## src/rtl/uart_periph.sv

```systemverilog
// uart_periph: memory-mapped 8N1 UART for the pipeline MEM stage.
// TXD/RXD/CON registers, 16x oversampled TX and RX engines sharing one
// baud tick, sticky status flags and a level interrupt.
module uart_periph #(
    parameter int BAUD_DIV = 325
) (
    input  logic        clk,
    input  logic        reset,
    input  logic        read_enable,
    input  logic        write_enable,
    input  logic [31:0] address,
    input  logic [31:0] writedata,
    output logic [31:0] readdata,
    input  logic        Uart_Rx,
    output logic        Uart_Tx,
    output logic        irq
);

    localparam logic [31:0] ADDR_TXD = 32'h4000_0018;
    localparam logic [31:0] ADDR_RXD = 32'h4000_001C;
    localparam logic [31:0] ADDR_CON = 32'h4000_0020;
    localparam int          CW       = (BAUD_DIV > 1) ? $clog2(BAUD_DIV) : 1;

    localparam logic [1:0] S_IDLE  = 2'd0;
    localparam logic [1:0] S_START = 2'd1;
    localparam logic [1:0] S_DATA  = 2'd2;
    localparam logic [1:0] S_STOP  = 2'd3;

    logic [CW-1:0] r_baud_cnt;
    logic          w_tick;

    logic [1:0]    r_tx_state;
    logic [3:0]    r_tx_tcnt;
    logic [2:0]    r_tx_bit;
    logic [7:0]    r_tx_shift;
    logic          r_tx;

    logic [1:0]    r_rx_sync;
    logic          r_rx_prev;
    logic [1:0]    r_rx_state;
    logic [3:0]    r_rx_tcnt;
    logic [2:0]    r_rx_bit;
    logic [7:0]    r_rx_shift;
    logic [7:0]    r_rxd;

    logic          r_tx_int_en;
    logic          r_rx_int_en;
    logic          r_tx_done;
    logic          r_rx_valid;
    logic          r_frame_err;
    logic          r_overrun;

    logic w_sel_txd, w_sel_rxd, w_sel_con;
    logic w_wr_txd, w_wr_con, w_rd_rxd, w_rd_con;
    logic w_tx_busy, w_tx_end;
    logic w_rx_in, w_rx_fall, w_rx_stop_smp, w_rx_ok, w_rx_bad;
    logic w_unused;

    assign w_sel_txd = (address == ADDR_TXD);
    assign w_sel_rxd = (address == ADDR_RXD);
    assign w_sel_con = (address == ADDR_CON);
    assign w_wr_txd  = write_enable & w_sel_txd;
    assign w_wr_con  = write_enable & w_sel_con;
    assign w_rd_rxd  = read_enable & w_sel_rxd;
    assign w_rd_con  = read_enable & w_sel_con;
    // Only the low byte of a store ever reaches a register.
    assign w_unused  = &{1'b0, writedata[31:8]};

    assign w_tick    = (r_baud_cnt == CW'(BAUD_DIV - 1));

    // Free-running oversample divider; TX and RX both count its wrap pulses.
    always_ff @(posedge clk or negedge reset) begin
        if (!reset)      r_baud_cnt <= '0;
        else if (w_tick) r_baud_cnt <= '0;
        else             r_baud_cnt <= r_baud_cnt + CW'(1);
    end

    assign w_tx_busy = (r_tx_state != S_IDLE);
    assign w_tx_end  = (r_tx_state == S_STOP) && w_tick && (r_tx_tcnt == 4'd15);

    // TX engine: each bit lasts 16 ticks; the start bit begins on the write edge,
    // so it can be short by up to one tick period.
    always_ff @(posedge clk or negedge reset) begin
        if (!reset) begin
            r_tx_state <= S_IDLE;
            r_tx_tcnt  <= 4'd0;
            r_tx_bit   <= 3'd0;
            r_tx_shift <= 8'd0;
            r_tx       <= 1'b1;
        end else begin
            case (r_tx_state)
                S_IDLE: begin
                    if (w_wr_txd) begin
                        r_tx_state <= S_START;
                        r_tx_shift <= writedata[7:0];
                        r_tx_tcnt  <= 4'd0;
                        r_tx       <= 1'b0;
                    end
                end
                S_START: begin
                    if (w_tick) begin
                        r_tx_tcnt <= r_tx_tcnt + 4'd1;
                        if (r_tx_tcnt == 4'd15) begin
                            r_tx_state <= S_DATA;
                            r_tx       <= r_tx_shift[0];
                            r_tx_shift <= {1'b0, r_tx_shift[7:1]};
                            r_tx_bit   <= 3'd0;
                        end
                    end
                end
                S_DATA: begin
                    if (w_tick) begin
                        r_tx_tcnt <= r_tx_tcnt + 4'd1;
                        if (r_tx_tcnt == 4'd15) begin
                            if (r_tx_bit == 3'd7) begin
                                r_tx_state <= S_STOP;
                                r_tx       <= 1'b1;
                            end else begin
                                r_tx       <= r_tx_shift[0];
                                r_tx_shift <= {1'b0, r_tx_shift[7:1]};
                                r_tx_bit   <= r_tx_bit + 3'd1;
                            end
                        end
                    end
                end
                S_STOP: begin
                    if (w_tick) begin
                        r_tx_tcnt <= r_tx_tcnt + 4'd1;
                        if (r_tx_tcnt == 4'd15) r_tx_state <= S_IDLE;
                    end
                end
                default: r_tx_state <= S_IDLE;
            endcase
        end
    end

    assign Uart_Tx = r_tx;

    // Two-flop synchronizer plus one history flop for falling-edge detection;
    // reset to the idle-high level so release never looks like a start bit.
    always_ff @(posedge clk or negedge reset) begin
        if (!reset) begin
            r_rx_sync <= 2'b11;
            r_rx_prev <= 1'b1;
        end else begin
            r_rx_sync <= {r_rx_sync[0], Uart_Rx};
            r_rx_prev <= r_rx_sync[1];
        end
    end

    assign w_rx_in       = r_rx_sync[1];
    assign w_rx_fall     = r_rx_prev & ~w_rx_in;
    assign w_rx_stop_smp = (r_rx_state == S_STOP) && w_tick && (r_rx_tcnt == 4'd15);
    assign w_rx_ok       = w_rx_stop_smp & w_rx_in;
    assign w_rx_bad      = w_rx_stop_smp & ~w_rx_in;

    // RX engine: mid-sample the start bit at tick 8, then every 16 ticks after.
    always_ff @(posedge clk or negedge reset) begin
        if (!reset) begin
            r_rx_state <= S_IDLE;
            r_rx_tcnt  <= 4'd0;
            r_rx_bit   <= 3'd0;
            r_rx_shift <= 8'd0;
        end else begin
            case (r_rx_state)
                S_IDLE: begin
                    if (w_rx_fall) begin
                        r_rx_state <= S_START;
                        r_rx_tcnt  <= 4'd0;
                    end
                end
                S_START: begin
                    if (w_tick) begin
                        r_rx_tcnt <= r_rx_tcnt + 4'd1;
                        if (r_rx_tcnt == 4'd7) begin
                            if (w_rx_in) begin
                                r_rx_state <= S_IDLE;
                            end else begin
                                r_rx_state <= S_DATA;
                                r_rx_tcnt  <= 4'd0;
                                r_rx_bit   <= 3'd0;
                            end
                        end
                    end
                end
                S_DATA: begin
                    if (w_tick) begin
                        r_rx_tcnt <= r_rx_tcnt + 4'd1;
                        if (r_rx_tcnt == 4'd15) begin
                            r_rx_shift <= {w_rx_in, r_rx_shift[7:1]};
                            if (r_rx_bit == 3'd7) r_rx_state <= S_STOP;
                            else                  r_rx_bit   <= r_rx_bit + 3'd1;
                        end
                    end
                end
                S_STOP: begin
                    if (w_tick) begin
                        r_rx_tcnt <= r_rx_tcnt + 4'd1;
                        if (r_rx_tcnt == 4'd15) r_rx_state <= S_IDLE;
                    end
                end
                default: r_rx_state <= S_IDLE;
            endcase
        end
    end

    // Control/status: set events take priority over read-to-clear.
    always_ff @(posedge clk or negedge reset) begin
        if (!reset) begin
            r_tx_int_en <= 1'b0;
            r_rx_int_en <= 1'b0;
            r_tx_done   <= 1'b0;
            r_rx_valid  <= 1'b0;
            r_frame_err <= 1'b0;
            r_overrun   <= 1'b0;
            r_rxd       <= 8'd0;
        end else begin
            if (w_wr_con) begin
                r_tx_int_en <= writedata[0];
                r_rx_int_en <= writedata[1];
            end
            if (w_tx_end)      r_tx_done <= 1'b1;
            else if (w_rd_con) r_tx_done <= 1'b0;
            if (w_rx_ok)       r_rx_valid <= 1'b1;
            else if (w_rd_rxd) r_rx_valid <= 1'b0;
            if (w_rx_ok & r_rx_valid) r_overrun <= 1'b1;
            else if (w_rd_con)        r_overrun <= 1'b0;
            if (w_rx_bad)      r_frame_err <= 1'b1;
            else if (w_rd_con) r_frame_err <= 1'b0;
            if (w_rx_ok)       r_rxd <= r_rx_shift;
        end
    end

    // Load data mux; TXD is write-only and reads back as zero.
    always_comb begin
        readdata = 32'h0;
        if (read_enable) begin
            if (w_sel_rxd)
                readdata = {24'h0, r_rxd};
            else if (w_sel_con)
                readdata = {25'h0, r_overrun, r_frame_err, w_tx_busy,
                            r_rx_valid, r_tx_done, r_rx_int_en, r_tx_int_en};
        end
    end

    assign irq = (r_tx_done & r_tx_int_en) | (r_rx_valid & r_rx_int_en);

endmodule

```

## config.mk

```make
export PLATFORM = sky130hd
export DESIGN_NAME = uart_periph
export DESIGN_NICKNAME = d
export VERILOG_FILES = /design/src/rtl/uart_periph.sv
export SDC_FILE = /design/constraint.sdc
export NUM_CORES = 1
export LEC_CHECK = 0
export CAP_MARGIN = 20
export CORE_MARGIN = 2
export CORE_UTILIZATION = 47
export CTS_BUF_LIST = sky130_fd_sc_hd__clkbuf_4 sky130_fd_sc_hd__clkbuf_8 sky130_fd_sc_hd__clkbuf_16
export CTS_CLUSTER_DIAMETER = 150
export DETAILED_ROUTE_END_ITERATION = 6
export GPL_TIMING_DRIVEN = 0
export PLACE_DENSITY = 0.8
export SYNTH_ARGS = -nofsm -noshare
export SYNTH_HDL_FRONTEND = slang
export SYNTH_SLANG_ARGS = --single-unit
```

## constraint.sdc

```tcl
create_clock -name clk -period 2.95 [get_ports clk]
set_clock_uncertainty 0.1 [all_clocks]
set_input_delay 0.295 -clock clk [delete_from_list [all_inputs] [get_ports clk]]
set_output_delay 0.295 -clock clk [all_outputs]
set_load 0.1 [all_outputs]
```

Yosys cells after proc, flatten, opt, wreduce, memory -nomap -nowiden
Cells that the tools add are included.
{"block": "word_totals", "elab_cells": 162, "in_bits": 69, "ff_bits": 61, "out_inout_bits": 34}
{"block": "op_classes", "reduce_logical": 25, "bitwise_logic": 12, "addsub": 5, "eq_ne": 36, "n_mux": 65}
{"operator": "$eq A32 B31 Y1 const B", "n": 3}
{"operator": "$mux W8", "n": 8}
{"operator": "$mux W2", "n": 17}
{"operator": "$ne A2 B2 Y1 const B", "n": 17}
{"operator": "$mux W3", "n": 11}
{"operator": "$mux W4", "n": 7}
{"operator": "$pmux W8 S3", "n": 1}
{"operator": "$pmux W2 S4", "n": 2}
{"operator": "$reduce_and A8 Y1", "n": 2}
{"operator": "$reduce_and A7 Y1", "n": 2}
{"operator": "$reduce_bool A2 Y1", "n": 7}
{"operator": "$mux W1", "n": 12}
{"operator": "$pmux W3 S2", "n": 2}
{"operator": "$pmux W4 S3", "n": 1}
{"operator": "$reduce_and A6 Y1", "n": 2}
{"operator": "$and A1 B1 Y1", "n": 10}
{"operator": "$add A9 B1 Y9 const B", "n": 1}
{"operator": "$eq A9 B9 Y1 const B", "n": 1}
{"operator": "$mux W9", "n": 1}
{"operator": "$add A4 B1 Y4 const B", "n": 2}
{"operator": "$eq A2 B2 Y1 const B", "n": 4}
{"operator": "$eq A4 B4 Y1 const B", "n": 2}
{"operator": "$ne A2 B1 Y1 const B", "n": 4}
{"operator": "$pmux W4 S2", "n": 1}
{"operator": "other kinds (15)", "n": 23}

Depth between registers and ports, before layout
Gate-level depths: netlist of run 1.
{"block": "depth", "depth_word": 6, "ltp_mapped": 8}

Worst setup path before layout of run 1
OpenSTA, ideal clock, no wires.
{"block": "synth_path", "path_kind": "input to output", "from": "input address[18]", "to": "output readdata[4]", "arrival_ns": 2.595, "path_buffers": 0, "stages": 5, "path_slack_ns": -0.040, "path_cell_list": "nor4_1 > and4_2 > and4_2 > nand2_1 > o2bb2ai_1"}
{"block": "synth_via", "elab_chain_len": 4, "word_cells_on_any_way": 5}
{"item": "start: declaration", "line": "11", "text": "input logic [31:0] address,"}
{"item": "$eq A32 B31 Y1", "line": "61", "text": "assign w_sel_con = (address == ADDR_CON);"}
{"item": "$mux W7", "line": "240", "text": "else if (w_sel_con)"}
{"item": "$mux W8 *", "line": "238", "text": "if (w_sel_rxd)"}
{"item": "$mux W8 *", "line": "237", "text": "if (read_enable) begin"}
{"item": "end: declaration", "line": "13", "text": "output logic [31:0] readdata,"}
Mark *: on every way between the ends. The rest lies on a longest branch, timed or not.

Worst setup path in the final report of run 1
{"block": "layout_path", "from": "input address[25]", "to": "output readdata[5]"}
Same word-level chain as after synthesis.

==> results.txt, run 1 <==
----------------------------------------------------
[Outcome]
  Outcome ... finished, final reports clean

[Layout]
  Ant diodes ... 0
  # nets final ... 470
  Most common cell after layout, fill and taps aside ... sky130_fd_sc_hd__dfrtp_1
  Share of final-layout standard cells stronger than drive strength 1 ... 0.289
  Post-Layout Inst Area ... approximately 4300 µm²
  Most frequent cells in the layout ... sky130_fd_sc_hd__dfrtp_1, sky130_fd_sc_hd__clkdlybuf4s50_1, sky130_fd_sc_hd__mux2_2
  # fillers ... approximately 570
  Layout area overhead ... 29.5%
  Fraction of the core area covered by cells at the end of the flow ... 0.632

[Placement]
  Cell area after placement ... approximately 4000 µm²
  Post-detail-place hpwl ... around 5 mm
  Final RePlAce weighted congestion ... a little over 0.8
  Number of buffer cells added on primary ports ... 54
  Minimum setup slack after placement ... -859 ps

[Die]
  Effective utilization at floorplan ... 0.488
  Die outline area ... roughly 7800 µm²
  Die height ... ~90 µm
  Die span in x ... between 80 and 90 µm
  Standard-cell row count ... 30
  I/O pins ... between 100 and 150
  Standard cell core area ... 6830 µm²

[Setup path]
  Crit. End Element ... primary output
  CP Data Arrival Time ... around 2400 ps
  End of the worst register-to-register path ... r_tx_shift[2]
  Worst r2r src ... r_tx_state[0]
  Start point of the critical path ... address[25]
  FF-to-FF setup slack ... between 400 and 500 ps
  Critical Path Start Type ... input port
  Critical path required time ... approximately 2600 ps
  Maximum fanout encountered on the critical timing path ... 9
  Worst reg-to-reg path cell count ... 6
  Worst setup path category ... in -> out

[Power and ir drop]
  Net switching power ... around 580 µW
  Sw Ratio ... 0.290
  Clock network fraction of total power ... 0.374
  Internal Dissipation ... 1.42 mW
  Maximum vdd drop ... 293 µV
  PD cells ... 461 nW/µm²
  Combinational share of power ... 0.163
  Flop pwr share ... 0.463
  Pleak ... 1.99 nW

[Synth]
  Portion of synthesized cell area occupied by the leading cell type ... 0.428
  FFs w/ async S/R, synth ... 1.00
  Dominant register cell in the synthesized netlist ... sky130_fd_sc_hd__dfrtp_1
  Portion of the post-synthesis area used by sequential elements ... 0.459
  Synthesized instance count ... 300
  Netlist area before placement ... 3340 µm²
  Mean instance size in the synthesized netlist ... between 10 and 15 µm²
  Synthesis-stage register bit count ... between 60 and 70
  Library cell occupying the most area in the post-synthesis netlist ... sky130_fd_sc_hd__dfrtp_1
  Total of warnings raised by yosys ... 0
  Main area contributors after synthesis ... sky130_fd_sc_hd__dfrtp_1, sky130_fd_sc_hd__mux2_2, sky130_fd_sc_hd__buf_4
  Post-synth EDFFs ... 0
  Cell variety after synth ... between 50 and 60

[Drt]
  Drt pass-1 iters ... 4
  DRC violation count after routing ... 0
  Routed WL ... around 6.6 mm
  Routed via count ... about 2400
  Initial detailed-routing violation count ... 55
  Remaining number of nets flagged by the antenna check after routing ... 0
  Wirelength per Cell ... around 13 µm
  DR vias/cell ... between 4 and 5

[Timing]
  Final hold viol count ... 0
  Highest clock frequency the design can meet ... 352 MHz
  Share of the clock period used by the worst path after layout ... 0.963
  Transition time of the tightest slew-check pin ... approximately 980 ps
  Number of max-slew violations in the final report ... 0
  Headroom to the max-slew limit ... 0.347
  Post-route setup slack ... 110 ps
  Time the worst path needs with I/O delays and setup ... about 2800 ps
  Unrepaired setup endpoints after global routing ... no
  Summed negative setup slack over all endpoints ... 0 ps
  Finish-stage setup viols ... 0

[Hold path]
  Class of the tightest hold or removal check ... in -> reg
  Hold Crit Endpoint ... r_rx_sync[0]
  Hold Startpoint ... Uart_Rx
  Worst Hold Depth ... 1

[Global route]
  Vias in the first global route ... around 2600
  Largest net degree at the start of global routing ... 37
  First-pass GRT wire length ... around 12 mm
  GRT Util Overall ... 0.193
  Antenna violations before repair ... 0
  Global-route congestion overflow total ... 0

[Clocking]
  CTS tree ... yes
  Sinks on the clock net ... 61
  Clock transition at the register clock pins on the worst setup and hold paths after CTS ... approximately 70 ps
  Maximum level of the CTS H-tree ... 3
  Number of buffers created by CTS ... 9
  Clock tree root buffer cell ... sky130_fd_sc_hd__clkbuf_8
  Max clock buf depth ... 2
  Clock insertion delay at the later pin of the skew report ... about 350 ps

[Flow run]
  Max_cap viols ... 0

----------------------------------------------------
[repair_timing]
item | 4_1_cts | 5_1_grt
buffers inserted | 0 | 0
hold buffers | 1 | 0
endpoints found under the setup margin | 8 | 6
gates resized for setup | 50 | 7
gates cloned | 0 | 0
endpoints found under the hold margin | 25 | 0
[synthesized netlist by cell type (4+ instances only)]
library cell,n
sky130_fd_sc_hd__nor2_1,15
sky130_fd_sc_hd__buf_4,25
sky130_fd_sc_hd__xor2_1,6
sky130_fd_sc_hd__mux2_2,36
sky130_fd_sc_hd__dfrtp_1,57
sky130_fd_sc_hd__clkbuf_1,6
sky130_fd_sc_hd__nor3_1,4
sky130_fd_sc_hd__and3_1,4
sky130_fd_sc_hd__dfstp_2,4
sky130_fd_sc_hd__o21ai_0,13
sky130_fd_sc_hd__and2_1,6
sky130_fd_sc_hd__nor4_1,6
sky130_fd_sc_hd__a22o_1,13
sky130_fd_sc_hd__o2bb2ai_1,4
sky130_fd_sc_hd__nand3_1,9
sky130_fd_sc_hd__nand2_1,19
sky130_fd_sc_hd__inv_1,10
sky130_fd_sc_hd__ha_1,12
sky130_fd_sc_hd__a21oi_1,4
[final cells by class]
type	instances	area, µm²	area share
well taps	96	120	0.0278
clock inverters	7	75.1	0.0174
multi-input cells	219	1640	0.380
plain buffers	32	224	0.0518
repair buffers	56	568	0.131
clock buffers	9	124	0.0287
flip-flops and latches	61	1530	0.354
inverters	10	37.5	0.00869
[worst max path at each step]
| stage | endpoint | slack [ps] | depth (start not counted) |
|---|---|---|---|
| finish | readdata[5] | 110 | 7 |
| global route | readdata[7] | 80 | 7 |
| CTS | readdata[5] | 30 | 8 |
| detailed placement | readdata[1] | -860 | 8 |
| global placement | readdata[5] | -820 | 8 |
| floorplan | readdata[0] | 310 | 6 |
[power groups by stage]
stage               clock, mW  sequential [mW]  combinational [mW]
floorplan                   0            0.929               0.233
global placement            0            0.935               0.314
detailed placement          0            0.940               0.323
CTS                     0.762            0.924               0.326
global route            0.798            0.930               0.351
finish                  0.745            0.924               0.325
[sequential cells by signal, summed over array words and instances (netlist names), 2 cells and up, named ones only]
register	cells
r_rx_tcnt	4
r_rx_bit	3
r_rxd	8
r_rx_sync	2
r_tx_state	2
r_tx_tcnt	4
r_rx_shift	8
r_tx_bit	3
r_tx_shift	8
r_baud_cnt	9
[metal layers]
metal	vias up	GRT usage	wire (µm)
met5	-	0	0
met4	0	0.0785	148
met3	10	0.0625	312
met2	53	0.334	3370
met1	1151	0.221	2780
li1	1212	-	-
[critical path: stages]
cell and delay, ps:
sky130_fd_sc_hd__clkdlybuf4s50_1 450, sky130_fd_sc_hd__nor4_2 380, sky130_fd_sc_hd__and4_2 340, sky130_fd_sc_hd__and4_2 250, sky130_fd_sc_hd__and3_2 290, sky130_fd_sc_hd__a22o_1 210, sky130_fd_sc_hd__buf_6 230
[through the flow]
stage	cells	hold WS, ps	power [mW]
after floorplan	323	-101	1.16
after global routing	490	249	2.08
after CTS	490	249	2.01
after detailed placement	474	241	1.26
after global placement	473	247	1.25
final	490	260	1.99
[cells by family (layout without fill, tap and decap cells)]
group	Yosys count	in the layout	share of synthesized area
buffers and inverters	43	114	0.0791
AO/OA/AOI/OAI	48	48	0.109
adder cells (fa/ha/maj)	12	12	0.0450
multiplexers	38	38	0.128
AND/OR/NAND/NOR	88	88	0.155
other	1	24	0.00112
flip-flops	61	61	0.459
XOR/XNOR	9	9	0.0236
Note: power is estimated with default switching activity, not from simulation.
==> run 2: changes to the inputs <==
--- a/config.mk
+++ b/config.mk
@@ -6,7 +6,7 @@
 export NUM_CORES = 1
 export LEC_CHECK = 0
 export CAP_MARGIN = 20
-export CORE_MARGIN = 2
+export CORE_MARGIN = 8
 export CORE_UTILIZATION = 47
 export CTS_BUF_LIST = sky130_fd_sc_hd__clkbuf_4 sky130_fd_sc_hd__clkbuf_8 sky130_fd_sc_hd__clkbuf_16
 export CTS_CLUSTER_DIAMETER = 150
==> run 2 against run 1 <==
Against the previous run:
- count of clock-buffer cells in the layout rose by 3
- flip-flop and latch count stayed put
- total power down 4.1%
- critical path type unchanged
- sequential power about the same
- final area shrank 1.0%
- die area up 29%
- combinational power barely moved
- core utilization is 0.64 points lower
- via count increased by 0.74%
- register-to-register slack hardly changed
==> results.txt, run 2 (synthesis gave the netlist of run 1 again) <==
----------------------------------------------------
[Drt]
  Initial detailed-routing violation count ... slightly above 90
  Remaining number of nets flagged by the antenna check after routing ... 0
  Routed WL ... just under 7 mm
  DR vias/cell ... 4.98
  Drt pass-1 iters ... 4
  DRC violation count after routing ... 0
  Wirelength per Cell ... 13.9 µm
  Routed via count ... 2444

[Power and ir drop]
  Pleak ... about 2 nW
  Maximum vdd drop ... 316 µV
  Internal Dissipation ... roughly 1.4 mW
  Net switching power ... between 500 and 600 µW
  Clock network fraction of total power ... 0.349
  Flop pwr share ... 0.483
  PD cells ... ~450 nW/µm²
  Sw Ratio ... 0.279
  Combinational share of power ... 0.169
  Power Total ... between 1.5 and 2 mW

[Clocking]
  Number of buffers created by CTS ... 9
  Clock insertion delay at the later pin of the skew report ... approximately 340 ps
  Max clock buf depth ... 2
  Maximum level of the CTS H-tree ... 3
  Clock transition at the register clock pins on the worst setup and hold paths after CTS ... approximately 60 ps
  CTS tree ... yes
  Clock tree root buffer cell ... sky130_fd_sc_hd__clkbuf_8
  Sinks on the clock net ... 61

[Layout]
  Fin cells ... between 400 and 500
  Number of flip-flops under the largest register name ... 9
  Most common cell after layout, fill and taps aside ... sky130_fd_sc_hd__dfrtp_1
  # nets final ... approximately 470
  Most frequent cells in the layout ... sky130_fd_sc_hd__dfrtp_1, sky130_fd_sc_hd__clkdlybuf4s50_1, sky130_fd_sc_hd__mux2_2
  Ant diodes ... 0
  Register ranked first by flip-flop count ... r_baud_cnt
  Post-Layout Inst Area ... about 4300 µm²
  Layout area overhead ... 28.2%
  Share of final-layout standard cells stronger than drive strength 1 ... 0.284

[Setup path]
  CP Data Arrival Time ... 2400 ps
  Cells traversed along the worst timing path ... clkdlybuf4s50_1, nor4b_1, and2_1, and4_2, and2_1, clkbuf_1, a22o_1, buf_4
  Largest incremental delay on the critical path ... around 400 ps
  Worst reg-to-reg path cell count ... 6
  Critical Path Start Type ... input port
  Worst setup path category ... in -> out
  Most frequent cell on the critical path ... sky130_fd_sc_hd__and2_1
  Slowest CP cell ... sky130_fd_sc_hd__nor4b_1
  Maximum fanout encountered on the critical timing path ... 6
  Critical path required time ... 2560 ps
  Crit. End Element ... primary output

[Die]
  Standard cell core area ... just under 7000 µm²
  Effective utilization at floorplan ... 0.488
  I/O pins ... 103
  Die outline area ... between 10000 and 15000 µm²
  Die height ... approximately 100 µm
  Die span in x ... 100 µm
  Standard-cell row count ... 30

[Timing]
  Finish-stage setup viols ... 0
  Final hold viol count ... 0
  Transition time of the tightest slew-check pin ... just under 1000 ps
  Highest clock frequency the design can meet ... ~360 MHz
  Time the worst path needs with I/O delays and setup ... ~2800 ps
  Worst hold slack after final layout ... 258 ps
  Number of max-slew violations in the final report ... 0
  Headroom to the max-slew limit ... 0.338
  Unrepaired setup endpoints after global routing ... no
  Share of the clock period used by the worst path after layout ... 0.949
  Summed negative setup slack over all endpoints ... 0 ps

[Flow run]
  Max_cap viols ... 0

[Global route]
  First-pass GRT wire length ... between 10 and 15 mm
  Vias in the first global route ... 2492
  Global-route congestion overflow total ... 0
  Antenna violations before repair ... 0
  GRT Util Overall ... 0.149
  Largest net degree at the start of global routing ... 42

[Hold path]
  Worst Hold Depth ... 1
  Class of the tightest hold or removal check ... in -> reg

[Placement]
  Final RePlAce weighted congestion ... approximately 0.79
  Placed cells ... approximately 470
  Cell area after placement ... 4100 µm²
  Post-detail-place hpwl ... around 5.3 mm
  Number of buffer cells added on primary ports ... 54

[Outcome]
  Outcome ... finished, final reports clean

----------------------------------------------------
[run 2: changes by cell type in the layout (fill, tap and decap cells not counted), sizes merged]
| cell | before | now |
|---|---|---|
| bufinv | 1 | 0 |
| clkbuf | 14 | 18 |
| clkinv | 2 | 3 |
| inv | 11 | 10 |
| clkinvlp | 3 | 1 |
[run 2: stage by stage]
step,setup slack (ps),util
6_report,152,0.626
5_1_grt,48.7,0.626
4_1_cts,146,0.626
3_5_place_dp,-845,0.601
3_3_place_gp,-826,0.599
2_1_floorplan,313,-
[run 2: layout make-up]
cell class | count | area (µm²)
inverters | 10 | 37.5
clock inverters | 4 | 22.5
fillers | 589 | 2550
flip-flops and latches | 61 | 1530
multi-input cells | 219 | 1630
clock buffers | 12 | 159
plain buffers | 33 | 228
well taps | 96 | 120
repair buffers | 56 | 546
[run 2: what timing repair did]
action / 4_1_cts / 5_1_grt
buffers inserted: 0 / 0
setup endpoints to repair: 8 / 0
hold buffers: 1 / 0
resized for setup: 49 / 0
endpoints found under the hold margin: 17 / 0
[run 2: worst paths after layout]
| kind | startpoint | end | slack [ps] |
|---|---|---|---|
| max reg2reg | r_tx_state[0] | r_tx_shift[5] | 400 |
| min in group asynchronous | reset | r_rx_bit[1] | 330 |
| max | address[31] | readdata[6] | 150 |
| min | Uart_Rx | r_rx_sync[0] | 260 |
| max in group asynchronous | reset | Uart_Tx | 1780 |
| min reg2reg | r_rx_sync[0] | r_rx_sync[1] | 260 |
[run 2: power groups by stage]
stage,Combinational (mW),Sequential [mW],Clock (mW)
final,0.323,0.923,0.667
after global routing,0.344,0.931,0.730
after CTS,0.323,0.924,0.693
after detailed placement,0.322,0.939,0
after global placement,0.313,0.935,0
after floorplan,0.233,0.929,0
[run 2: critical path: cells and delay by family]
kind / cells / cell delay [ps]
AND/OR/NAND/NOR: 4 / 980
buffers and inverters: 3 / 920
AO/OA/AOI/OAI: 1 / 190
[run 2: layer usage]
layer / track usage / share of wire
met1: 0.161 / 0.41
met5: 0 / 0
met2: 0.253 / 0.52
met4: 0.0721 / 0.013
met3: 0.0512 / 0.057
